<file path="src/rtl/frogger_pkg.sv">
// Shared types and screen constants for the frog sprite, ball and colour mapper.
package frogger_pkg;

    typedef enum logic [1:0] {
        ST_IDLE = 2'd0,
        ST_HOP  = 2'd1,
        ST_DEAD = 2'd2,
        ST_OVER = 2'd3
    } frog_state_t;

    // Encoding matches the FrogDir output: 0 up, 1 left, 2 down, 3 right.
    typedef enum logic [1:0] {
        DIR_UP    = 2'd0,
        DIR_LEFT  = 2'd1,
        DIR_DOWN  = 2'd2,
        DIR_RIGHT = 2'd3
    } frog_dir_t;

    localparam logic [15:0] KEY_W = 16'h001A;
    localparam logic [15:0] KEY_A = 16'h0004;
    localparam logic [15:0] KEY_S = 16'h0016;
    localparam logic [15:0] KEY_D = 16'h0007;

    localparam int unsigned SCR_X_START = 320;
    localparam int unsigned SCR_Y_START = 464;
    localparam int unsigned SCR_X_MIN   = 8;
    localparam int unsigned SCR_X_MAX   = 632;
    localparam int unsigned SCR_Y_MIN   = 16;
    localparam int unsigned SCR_Y_MAX   = 464;

endpackage

</file>
<file path="src/rtl/frog_key_decoder.sv">
// Turns the raw keycode stream into a one-frame press pulse plus a direction.
module frog_key_decoder
    import frogger_pkg::*;
(
    input  logic        frame_clk,
    input  logic        Reset,
    input  logic [15:0] keycode,
    output logic        press,
    output logic [1:0]  key_dir
);

    logic [15:0] r_prev_key;
    logic        w_valid;
    frog_dir_t   w_dir;

    always_ff @(posedge frame_clk or posedge Reset) begin
        if (Reset) begin
            r_prev_key <= '0;
        end else begin
            r_prev_key <= keycode;
        end
    end

    always_comb begin
        w_valid = 1'b1;
        w_dir   = DIR_UP;
        case (keycode)
            KEY_W:   w_dir = DIR_UP;
            KEY_A:   w_dir = DIR_LEFT;
            KEY_S:   w_dir = DIR_DOWN;
            KEY_D:   w_dir = DIR_RIGHT;
            default: w_valid = 1'b0;
        endcase
    end

    // Any change onto a direction key is a press, including key-to-key switches.
    assign press   = w_valid && (keycode != r_prev_key);
    assign key_dir = w_dir;

endmodule

</file>
<file path="src/rtl/frog_hop_ctrl.sv">
// Frog hop sequencer: press-to-hop grid moves, death freeze, lives, score, game over.
module frog_hop_ctrl
    import frogger_pkg::*;
#(
    parameter int unsigned X_START      = SCR_X_START,
    parameter int unsigned Y_START      = SCR_Y_START,
    parameter int unsigned X_MIN        = SCR_X_MIN,
    parameter int unsigned X_MAX        = SCR_X_MAX,
    parameter int unsigned Y_MIN        = SCR_Y_MIN,
    parameter int unsigned Y_MAX        = SCR_Y_MAX,
    parameter int unsigned HOP_DIST     = 16,
    parameter int unsigned HOP_FRAMES   = 4,
    parameter int unsigned LIVES_INIT   = 3,
    parameter int unsigned DEATH_FRAMES = 30
) (
    input  logic        frame_clk,
    input  logic        Reset,
    input  logic [15:0] keycode,
    input  logic        hit,
    output logic [9:0]  FrogX,
    output logic [9:0]  FrogY,
    output logic [1:0]  FrogDir,
    output logic        hopping,
    output logic        dying,
    output logic [1:0]  lives,
    output logic [7:0]  score,
    output logic        game_over
);

    localparam int unsigned CW = (HOP_FRAMES > 1) ? $clog2(HOP_FRAMES) : 1;
    localparam int unsigned DW = (DEATH_FRAMES > 1) ? $clog2(DEATH_FRAMES) : 1;

    localparam logic [10:0]   C_X_START = 11'(X_START);
    localparam logic [10:0]   C_Y_START = 11'(Y_START);
    localparam logic [10:0]   C_X_MIN   = 11'(X_MIN);
    localparam logic [10:0]   C_X_MAX   = 11'(X_MAX);
    localparam logic [10:0]   C_Y_MIN   = 11'(Y_MIN);
    localparam logic [10:0]   C_Y_MAX   = 11'(Y_MAX);
    localparam logic [10:0]   C_HOP     = 11'(HOP_DIST);
    localparam logic [10:0]   C_STEP    = 11'(HOP_DIST / HOP_FRAMES);
    localparam logic [CW-1:0] C_LAST    = CW'(HOP_FRAMES - 1);
    localparam logic [DW-1:0] C_DLOAD   = DW'(DEATH_FRAMES - 1);
    localparam logic [1:0]    C_LIVES   = 2'(LIVES_INIT);

    frog_state_t   r_state,    w_nxt_state;
    logic [10:0]   r_x,        w_nxt_x;
    logic [10:0]   r_y,        w_nxt_y;
    frog_dir_t     r_dir,      w_nxt_dir;
    frog_dir_t     r_hop_dir,  w_nxt_hop_dir;
    logic [CW-1:0] r_cnt,      w_nxt_cnt;
    logic [DW-1:0] r_death,    w_nxt_death;
    logic [1:0]    r_lives,    w_nxt_lives;
    logic [7:0]    r_score,    w_nxt_score;
    logic          r_pend_v,   w_nxt_pend_v;
    frog_dir_t     r_pend_dir, w_nxt_pend_dir;

    logic          w_press;
    logic [1:0]    w_key_raw;
    frog_dir_t     w_key_dir;
    logic [10:0]   w_step_x;
    logic [10:0]   w_step_y;
    logic          w_pend_v_eff;
    frog_dir_t     w_pend_dir_eff;

    frog_key_decoder u_keys (
        .frame_clk (frame_clk),
        .Reset     (Reset),
        .keycode   (keycode),
        .press     (w_press),
        .key_dir   (w_key_raw)
    );

    assign w_key_dir = frog_dir_t'(w_key_raw);

    // Lower-bound tests compare against MIN+HOP so no subtraction can underflow.
    function automatic logic f_legal(frog_dir_t d, logic [10:0] x, logic [10:0] y);
        case (d)
            DIR_UP:    return y >= (C_Y_MIN + C_HOP);
            DIR_LEFT:  return x >= (C_X_MIN + C_HOP);
            DIR_DOWN:  return (y + C_HOP) <= C_Y_MAX;
            DIR_RIGHT: return (x + C_HOP) <= C_X_MAX;
            default:   return 1'b0;
        endcase
    endfunction

    always_comb begin
        w_step_x = r_x;
        w_step_y = r_y;
        case (r_hop_dir)
            DIR_UP:    w_step_y = r_y - C_STEP;
            DIR_LEFT:  w_step_x = r_x - C_STEP;
            DIR_DOWN:  w_step_y = r_y + C_STEP;
            DIR_RIGHT: w_step_x = r_x + C_STEP;
            default: ;
        endcase
    end

    // A press on the completion edge itself is treated as the queued hop.
    assign w_pend_v_eff   = w_press || r_pend_v;
    assign w_pend_dir_eff = w_press ? w_key_dir : r_pend_dir;

    always_comb begin
        w_nxt_state    = r_state;
        w_nxt_x        = r_x;
        w_nxt_y        = r_y;
        w_nxt_dir      = r_dir;
        w_nxt_hop_dir  = r_hop_dir;
        w_nxt_cnt      = r_cnt;
        w_nxt_death    = r_death;
        w_nxt_lives    = r_lives;
        w_nxt_score    = r_score;
        w_nxt_pend_v   = r_pend_v;
        w_nxt_pend_dir = r_pend_dir;

        if (hit && (r_state == ST_IDLE || r_state == ST_HOP)) begin
            w_nxt_state  = ST_DEAD;
            w_nxt_death  = C_DLOAD;
            w_nxt_lives  = (r_lives == 2'd0) ? 2'd0 : r_lives - 2'd1;
            w_nxt_pend_v = 1'b0;
        end else begin
            case (r_state)
                ST_IDLE: begin
                    if (w_press) begin
                        w_nxt_dir = w_key_dir;
                        if (f_legal(w_key_dir, r_x, r_y)) begin
                            w_nxt_state   = ST_HOP;
                            w_nxt_hop_dir = w_key_dir;
                            w_nxt_cnt     = '0;
                        end
                    end
                end
                ST_HOP: begin
                    if (w_press) begin
                        w_nxt_pend_v   = 1'b1;
                        w_nxt_pend_dir = w_key_dir;
                    end
                    w_nxt_x   = w_step_x;
                    w_nxt_y   = w_step_y;
                    w_nxt_cnt = r_cnt + 1'b1;
                    if (r_cnt == C_LAST) begin
                        w_nxt_pend_v = 1'b0;
                        if (w_step_y == C_Y_MIN) begin
                            w_nxt_score = (r_score == 8'hFF) ? r_score : r_score + 8'd1;
                            w_nxt_x     = C_X_START;
                            w_nxt_y     = C_Y_START;
                            w_nxt_state = ST_IDLE;
                        end else if (w_pend_v_eff && f_legal(w_pend_dir_eff, w_step_x, w_step_y)) begin
                            w_nxt_state   = ST_HOP;
                            w_nxt_hop_dir = w_pend_dir_eff;
                            w_nxt_dir     = w_pend_dir_eff;
                            w_nxt_cnt     = '0;
                        end else begin
                            w_nxt_state = ST_IDLE;
                        end
                    end
                end
                ST_DEAD: begin
                    if (r_death == '0) begin
                        if (r_lives == 2'd0) begin
                            w_nxt_state = ST_OVER;
                        end else begin
                            w_nxt_x     = C_X_START;
                            w_nxt_y     = C_Y_START;
                            w_nxt_dir   = DIR_UP;
                            w_nxt_state = ST_IDLE;
                        end
                    end else begin
                        w_nxt_death = r_death - 1'b1;
                    end
                end
                ST_OVER: begin
                    if (w_press) begin
                        w_nxt_lives = C_LIVES;
                        w_nxt_score = '0;
                        w_nxt_x     = C_X_START;
                        w_nxt_y     = C_Y_START;
                        w_nxt_dir   = DIR_UP;
                        w_nxt_state = ST_IDLE;
                    end
                end
                default: w_nxt_state = ST_IDLE;
            endcase
        end
    end

    always_ff @(posedge frame_clk or posedge Reset) begin
        if (Reset) begin
            r_state    <= ST_IDLE;
            r_x        <= C_X_START;
            r_y        <= C_Y_START;
            r_dir      <= DIR_UP;
            r_hop_dir  <= DIR_UP;
            r_cnt      <= '0;
            r_death    <= '0;
            r_lives    <= C_LIVES;
            r_score    <= '0;
            r_pend_v   <= 1'b0;
            r_pend_dir <= DIR_UP;
        end else begin
            r_state    <= w_nxt_state;
            r_x        <= w_nxt_x;
            r_y        <= w_nxt_y;
            r_dir      <= w_nxt_dir;
            r_hop_dir  <= w_nxt_hop_dir;
            r_cnt      <= w_nxt_cnt;
            r_death    <= w_nxt_death;
            r_lives    <= w_nxt_lives;
            r_score    <= w_nxt_score;
            r_pend_v   <= w_nxt_pend_v;
            r_pend_dir <= w_nxt_pend_dir;
        end
    end

    assign FrogX     = r_x[9:0];
    assign FrogY     = r_y[9:0];
    assign FrogDir   = r_dir;
    assign hopping   = (r_state == ST_HOP);
    assign dying     = (r_state == ST_DEAD);
    assign lives     = r_lives;
    assign score     = r_score;
    assign game_over = (r_state == ST_OVER);

endmodule

</file>
<file path="config.mk">
export PLATFORM = sky130hd
export DESIGN_NAME = frog_hop_ctrl
export DESIGN_NICKNAME = d
export VERILOG_FILES = /design/src/rtl/frogger_pkg.sv /design/src/rtl/frog_key_decoder.sv /design/src/rtl/frog_hop_ctrl.sv
export SDC_FILE = /design/constraint.sdc
export NUM_CORES = 1
export LEC_CHECK = 0
export BUFFER_PORTS_ARGS = -buffer_cell sky130_fd_sc_hd__buf_4
export CORE_ASPECT_RATIO = 2
export CORE_MARGIN = 2
export CORE_UTILIZATION = 40
export CTS_CLUSTER_DIAMETER = 40
export DETAILED_ROUTE_END_ITERATION = 8
export SYNTH_ARGS = -nofsm -noshare
export SYNTH_HDL_FRONTEND = slang
export SYNTH_SLANG_ARGS = --single-unit
</file>
<file path="constraint.sdc">
create_clock -name frame_clk -period 12.3 [get_ports frame_clk]
set_input_delay 2.46 -clock frame_clk [delete_from_list [all_inputs] [get_ports frame_clk]]
set_output_delay 2.46 -clock frame_clk [all_outputs]
set_load 0.005 [all_outputs]
</file>
---- Yosys cells after proc, flatten, opt, wreduce, memory -nomap -nowiden ----
Index checks and enable logic that the tools add are counted.
word-level totals
  flip-flop bits (word level) ............. 64
  input port bits ......................... 19
  output and inout port bits .............. 35
  logic and storage cells ................. 167
operators by class
  $add $sub $neg .......................... 12
  magnitude comparators ................... 8
  eq/ne operators ......................... 36
  multiplexer cells ....................... 68
  bitwise logic cells ..................... 1
  reduce and logical (&&, ||, !) cells .... 30
operators by type and width
  kind                                                                     count
  11-bit two-way mux                                                       10
  11-bit one-hot mux with 3 select lines                                   2
  2-bit two-way mux                                                        25
  11-bit by 5-bit adder with 11-bit output, second input constant          4
  11-bit one-hot mux with 2 select lines                                   2
  16-bit by 3-bit equality test with 1-bit output, second input constant   2
  16-bit by 5-bit equality test with 1-bit output, second input constant   2
  8-bit two-way mux                                                        4
  11-bit by 3-bit adder with 11-bit output, second input constant          2
  11-bit by 5-bit >= comparator with 1-bit output, second input constant   2
  11-bit by 6-bit >= comparator with 1-bit output, second input constant   2
  11-bit by 10-bit <= comparator with 1-bit output, second input constant  2
  11-bit by 9-bit <= comparator with 1-bit output, second input constant   2
  11-bit by 3-bit subtractor with 11-bit output, second input constant     2
  2-bit equality test, second input constant                               9
  16-bit inequality test                                                   1
  2-bit one-hot mux with 4 select lines                                    2
  8-bit one-hot mux with 2 select lines                                    1
  5-bit two-way mux                                                        3
  1-bit two-way mux                                                        14
  2-bit by 1-bit inequality test with 1-bit output, second input constant  6
  3-bit by 1-bit inequality test with 1-bit output, second input constant  4
  2-bit nonzero test                                                       6
  11-bit by 5-bit equality test with 1-bit output, second input constant   1
  24 further kinds                                                         45

---- Longest topological paths before layout ----
  depth in word-level cells ............... 17
  mapped depth ............................ 21
  mapped depth without buffers ............ 17

---- Cells and area by module ----
From an unflattened synthesis, not the netlist that was laid out.
second synthesis, totals
  cells, all modules ...................... 545
  area, all modules ....................... 4823.4 um2
by module, submodules not included
  module            instances  cells an instance  area an instance (um2)  seq. area each (um2)
  frog_hop_ctrl     1          489                4103.9                  1111.1
  frog_key_decoder  1          56                 719.4                   400.4

---- Least setup slack after synthesis ----
No wires, ideal clock.
  path kind ............................... input -> register
  start ................................... input keycode[9]
  end ..................................... register r_hop_dir[0]
  library setup time ...................... 0.124 ns
  data arrival time ....................... 4.881 ns
  required time ........................... 12.176 ns
  slack ................................... 7.295 ns
  stages on the path ...................... 10
  path buffers ............................ 1
  path through ............................ nor4_1 nand3_1 nor3_2 mux2i_1 a31o_1 nor4_1 or4b_1 buf_2 and3_4 o31a_1
between the ends
  cells in the longest elaborated chain, start to end .. 14
  elaborated cells between the ends (all ways) .. 39
  classes of those cells .................. eq/ne (14); mux (18); reduce/logical (7)
RTL lines
  element                                                                                                             RTL line                RTL
  from (decl)                                                                                                         frog_hop_ctrl.sv:18     input logic [15:0] keycode,
  16-bit by 5-bit equality test with 1-bit output or 16-bit by 3-bit equality test with 1-bit output (tied branches)  frog_key_decoder.sv:27  case (keycode)
  4-bit OR reduction (no line)                                                                                        --
  1-bit two-way mux                                                                                                   frog_key_decoder.sv:27
  1-bit logical AND                                                                                                   frog_key_decoder.sv:37  assign press = w_valid && (keycode != r_prev_key);
  2-bit two-way mux                                                                                                   --
  2-bit equality test, or another cell as far along                                                                   frog_hop_ctrl.sv:77     case (d)
  1-bit one-hot mux with 4 select lines                                                                               frog_hop_ctrl.sv:77
  1-bit two-way mux                                                                                                   frog_hop_ctrl.sv:142    if (w_step_y == C_Y_MIN) begin
  1-bit two-way mux                                                                                                   frog_hop_ctrl.sv:140    if (r_cnt == C_LAST) begin
  1-bit two-way mux                                                                                                   frog_hop_ctrl.sv:121    case (r_state)
  1-bit two-way mux                                                                                                   frog_hop_ctrl.sv:115    if (hit && (r_state == ST_IDLE || r_state == ST_HOP)) begin
  1-bit logical AND                                                                                                   frog_hop_ctrl.sv:147    end else if (w_pend_v_eff && f_legal(w_pend_dir_eff, w_step_x, w_step_y)) begin
  2-bit by 1-bit inequality test with 1-bit output (no line)                                                          --
  7-bit AND reduction (no line)                                                                                       --
  to (signal assigned)                                                                                                frog_hop_ctrl.sv:204    r_hop_dir <= w_nxt_hop_dir;
  to (decl)                                                                                                           frog_hop_ctrl.sv:49     frog_dir_t r_hop_dir, w_nxt_hop_dir;
Parallel ways exist; a longest one is shown, timed or not. The select of a mux whose other input is x is not followed.
A chain may end at the register's enable or synchronous reset.

---- Final worst setup path ----
  start ................................... register r_hop_dir[0]
  end ..................................... register r_hop_dir[0]
between the ends
  cells in the longest elaborated chain, start to end .. 12
  elaborated cells between the ends (all ways) .. 22
  classes of those cells .................. add/sub (2); order compare (4); eq/ne (6); mux (7); reduce/logical (3)
RTL lines
  element                                                                                                              RTL line                                  RTL
  2-bit equality test, or another cell as far along                                                                    frog_hop_ctrl.sv:89                       case (r_hop_dir)
  11-bit one-hot mux with 2 select lines                                                                               frog_hop_ctrl.sv:89
  11-bit by 5-bit adder with 11-bit output (on tied branches)                                                          frog_hop_ctrl.sv:81, frog_hop_ctrl.sv:80
  11-bit by 10-bit <= comparator with 1-bit output or 11-bit by 9-bit <= comparator with 1-bit output (tied branches)  frog_hop_ctrl.sv:81, frog_hop_ctrl.sv:80
  1-bit one-hot mux with 4 select lines                                                                                frog_hop_ctrl.sv:77
  1-bit two-way mux                                                                                                    frog_hop_ctrl.sv:142
  1-bit two-way mux                                                                                                    frog_hop_ctrl.sv:140
  1-bit two-way mux                                                                                                    frog_hop_ctrl.sv:121
  1-bit two-way mux                                                                                                    frog_hop_ctrl.sv:115
  1-bit logical AND                                                                                                    frog_hop_ctrl.sv:147
  2-bit by 1-bit inequality test with 1-bit output (no line)                                                           --
  7-bit AND reduction (no line) (*)                                                                                    --
Mark *: on every way between the ends. The rest lies on a longest branch, timed or not. The select of a mux whose other input is x is not followed.

==> run metrics <==
most common cell after layout, fill and taps aside=buf_4; # H-tree levels=3; clock network power share=20.0%; critical path type=flop to flop; Critical Path RT=12.51 ns; IO Count=54; DP Wirelength=10200 um; reg2reg start=r_hop_dir[0]; total of max-cap violations=0; global route overflow=0; crit share post-route=44.3%; die area=13000 um^2; CTS tree=yes; Ys Warns=0; worst setup path startpoint=r_hop_dir[0]; Vias=4330; Worst R2R Path Depth=17; worst r2r dst=r_hop_dir[0]; Yosys reg bits=60; Worst slew margin=27.9%; area grow syn2layout=14.2%; Slew Limit Fails=0; # hold bufs at CTS=0; port bufs=49; clock tree sinks=60; Data arrival, critical path=5.66 ns; Synth cell types=87; Initial DRC Count=261; RePlAce Congestion=0.888; Critical Path End=r_hop_dir[0]; critical path fanouts, max=35; All-Layer GR Usage=21.1%; Pwr Density=244 nW/um^2; Hold WC Path Type=flop to flop; mapped cell area=4830 um^2; Comb power frac=56.1%; first-pass GRT wire length=21400 um; CTS root buffer=clkbuf_16; maximum clock rate=184 MHz; die width=81.7 um; Post-route DRC=0; final hold violations=0; die span in y=159 um; clock transition at the registers of the reported paths=0.05 ns; Slew @ Worst Pin=1.07 ns; CTS Buf Count=9; drt wl/cell=17.8 um; reg2reg setup slack=6.85 ns; vias in the first global route=4417; P_sw=0.000613 W; post-synthesis cell count=555; vias per cell=5.88; Seq/Total Area, Yosys=31.3%; RSZ-0062 raised after global routing=false; Post-synth EDFFs=0; Clock Skew=0.00535 ns; Pleak=2.34 nW; core area=11800 um^2; DRT Pass-1 Iters=6; layout cell share with drive strength beyond 1=16.2%; sequential power share=23.9%; Net Sw Frac=45.4%; status=finished, final reports clean; Final ANT Viol Nets=0; number of gates resized after CTS=0; maximum vdd drop=0.000102 V; Top FF cell, synth=dfrtp_1; final setup fails=0; Total Wirelength=13100 um; min cycle time layout=5.45 ns; # diodes=0; cell internal pwr=0.000736 W; startpoint types=flop; crit path capture type=flop; Total Power=0.00135 W; average cell area after synthesis=8.71 um^2; post-synthesis async set-or-reset flop share=100%; clock latency on the worst-skew pair=0.33 ns; Max clock buf depth=2; largest net degree at the start of global routing=36; Starting Density=41.1%; initial antenna violation count=0; total negative setup slack=0 ns; nets=637; row count=56; most frequent cells in the layout=buf_4 (53), dfrtp_1 (52), nand2_1 (45), nor2_1 (41), o21ai_0 (35); postcts setup bufs=0
-- registers in the layout (all words and copies together) (netlist names) --
register           cells
lives                  2
r_hop_dir              2
r_pend_v               1
u_keys.r_prev_key     16
r_x                    9
r_cnt                  2
r_y                    9
r_state                2
r_pend_dir             2
score                  8
FrogDir                2
r_death                5
-- metal layers --
metal	GRT usage [%]	share of wire [%]	vias up
met5	0	0	-
met1	21.9	36	2098
met3	2.55	2.7	33
li1	-	-	2096
met2	38.5	57	103
met4	12.1	4.6	0
-- power groups by stage --
stage	Clock, W	Combinational [W]	Sequential [W]
after floorplan	0	0.000596	0.000286
final	0.000270	0.000757	0.000323
after global placement	0	0.000738	0.000322
after global routing	0.000286	0.000840	0.000332
after detailed placement	0	0.000752	0.000325
after CTS	0.000276	0.000755	0.000322
-- critical path, stage by stage (launching register included) --
cell and delay, ns:
dfrtp_1 0.36, buf_4 0.25, inv_1 0.57, nand2_1 0.42, ha_1 0.41, a21o_1 0.20
a211oi_1 0.28, a2bb2oi_1 0.45, inv_1 0.13, ha_1 0.29, a22o_1 0.22, nor3b_1 0.18
o21ai_0 0.11, a21oi_1 0.19, nor3b_1 0.08, or4b_1 0.68, and3_4 0.23, o31a_1 0.27
-- stage by stage --
step / util, % / area, um^2 / instances / worst slack (ns) / hold WS (ns)
6_report: 46.9 / 5520 / 736 / 6.85 / 0.477
5_1_grt: 46.9 / 5520 / 736 / 6.46 / 0.499
4_1_cts: 46.9 / 5520 / 736 / 6.82 / 0.484
3_5_place_dp: 44.2 / 5200 / 720 / 6.54 / 0.477
3_3_place_gp: 44.2 / 5200 / 720 / 6.61 / 0.458
2_1_floorplan: - / 4840 / 558 / 7.30 / 0.454
-- cell type report --
class | instances | area [um^2]
Sequential cell | 60 | 1510
Fill cell | 1150 | 6250
Multi-Input combinational cell | 432 | 3000
Clock inverter | 5 | 75.1
Inverter | 30 | 113
Clock buffer | 11 | 243
Timing Repair Buffer | 53 | 398
Tap cell | 145 | 181
-- synth_stat cells, drive strengths merged, types with 12 or more instances --
cell	number	area, um^2
dfrtp	52	1300
nand2	45	169
nor2	41	154
o21ai	38	190
ha	30	375
inv	30	113
a21oi	27	139
buf	27	191
xnor2	22	193
nor3	17	95.1
nand4	15	93.8
nand3	14	70.1
xor2	13	114
nor4	12	81.3
-- worst min-delay path by stage --
stage	startpoint	cells past startpoint	to
floorplan	r_cnt[1]	2	r_cnt[1]
global placement	lives[1]	2	lives[0]
detailed placement	lives[1]	2	lives[0]
CTS	lives[1]	2	lives[0]
global route	lives[1]	2	lives[0]
finish	lives[1]	2	lives[0]
-- kinds of logic after synthesis --
group                    synth area share (%)
buffers and inverters                    7.02
multiplexers                             1.71
AO/OA/AOI/OAI                            21.7
other                                  0.0776
AND/OR/NAND/NOR                          22.8
adder cells (fa/ha/maj)                  8.59
XOR/XNOR                                 6.81
flip-flops                               31.3
(Power assumes the default switching activity.)
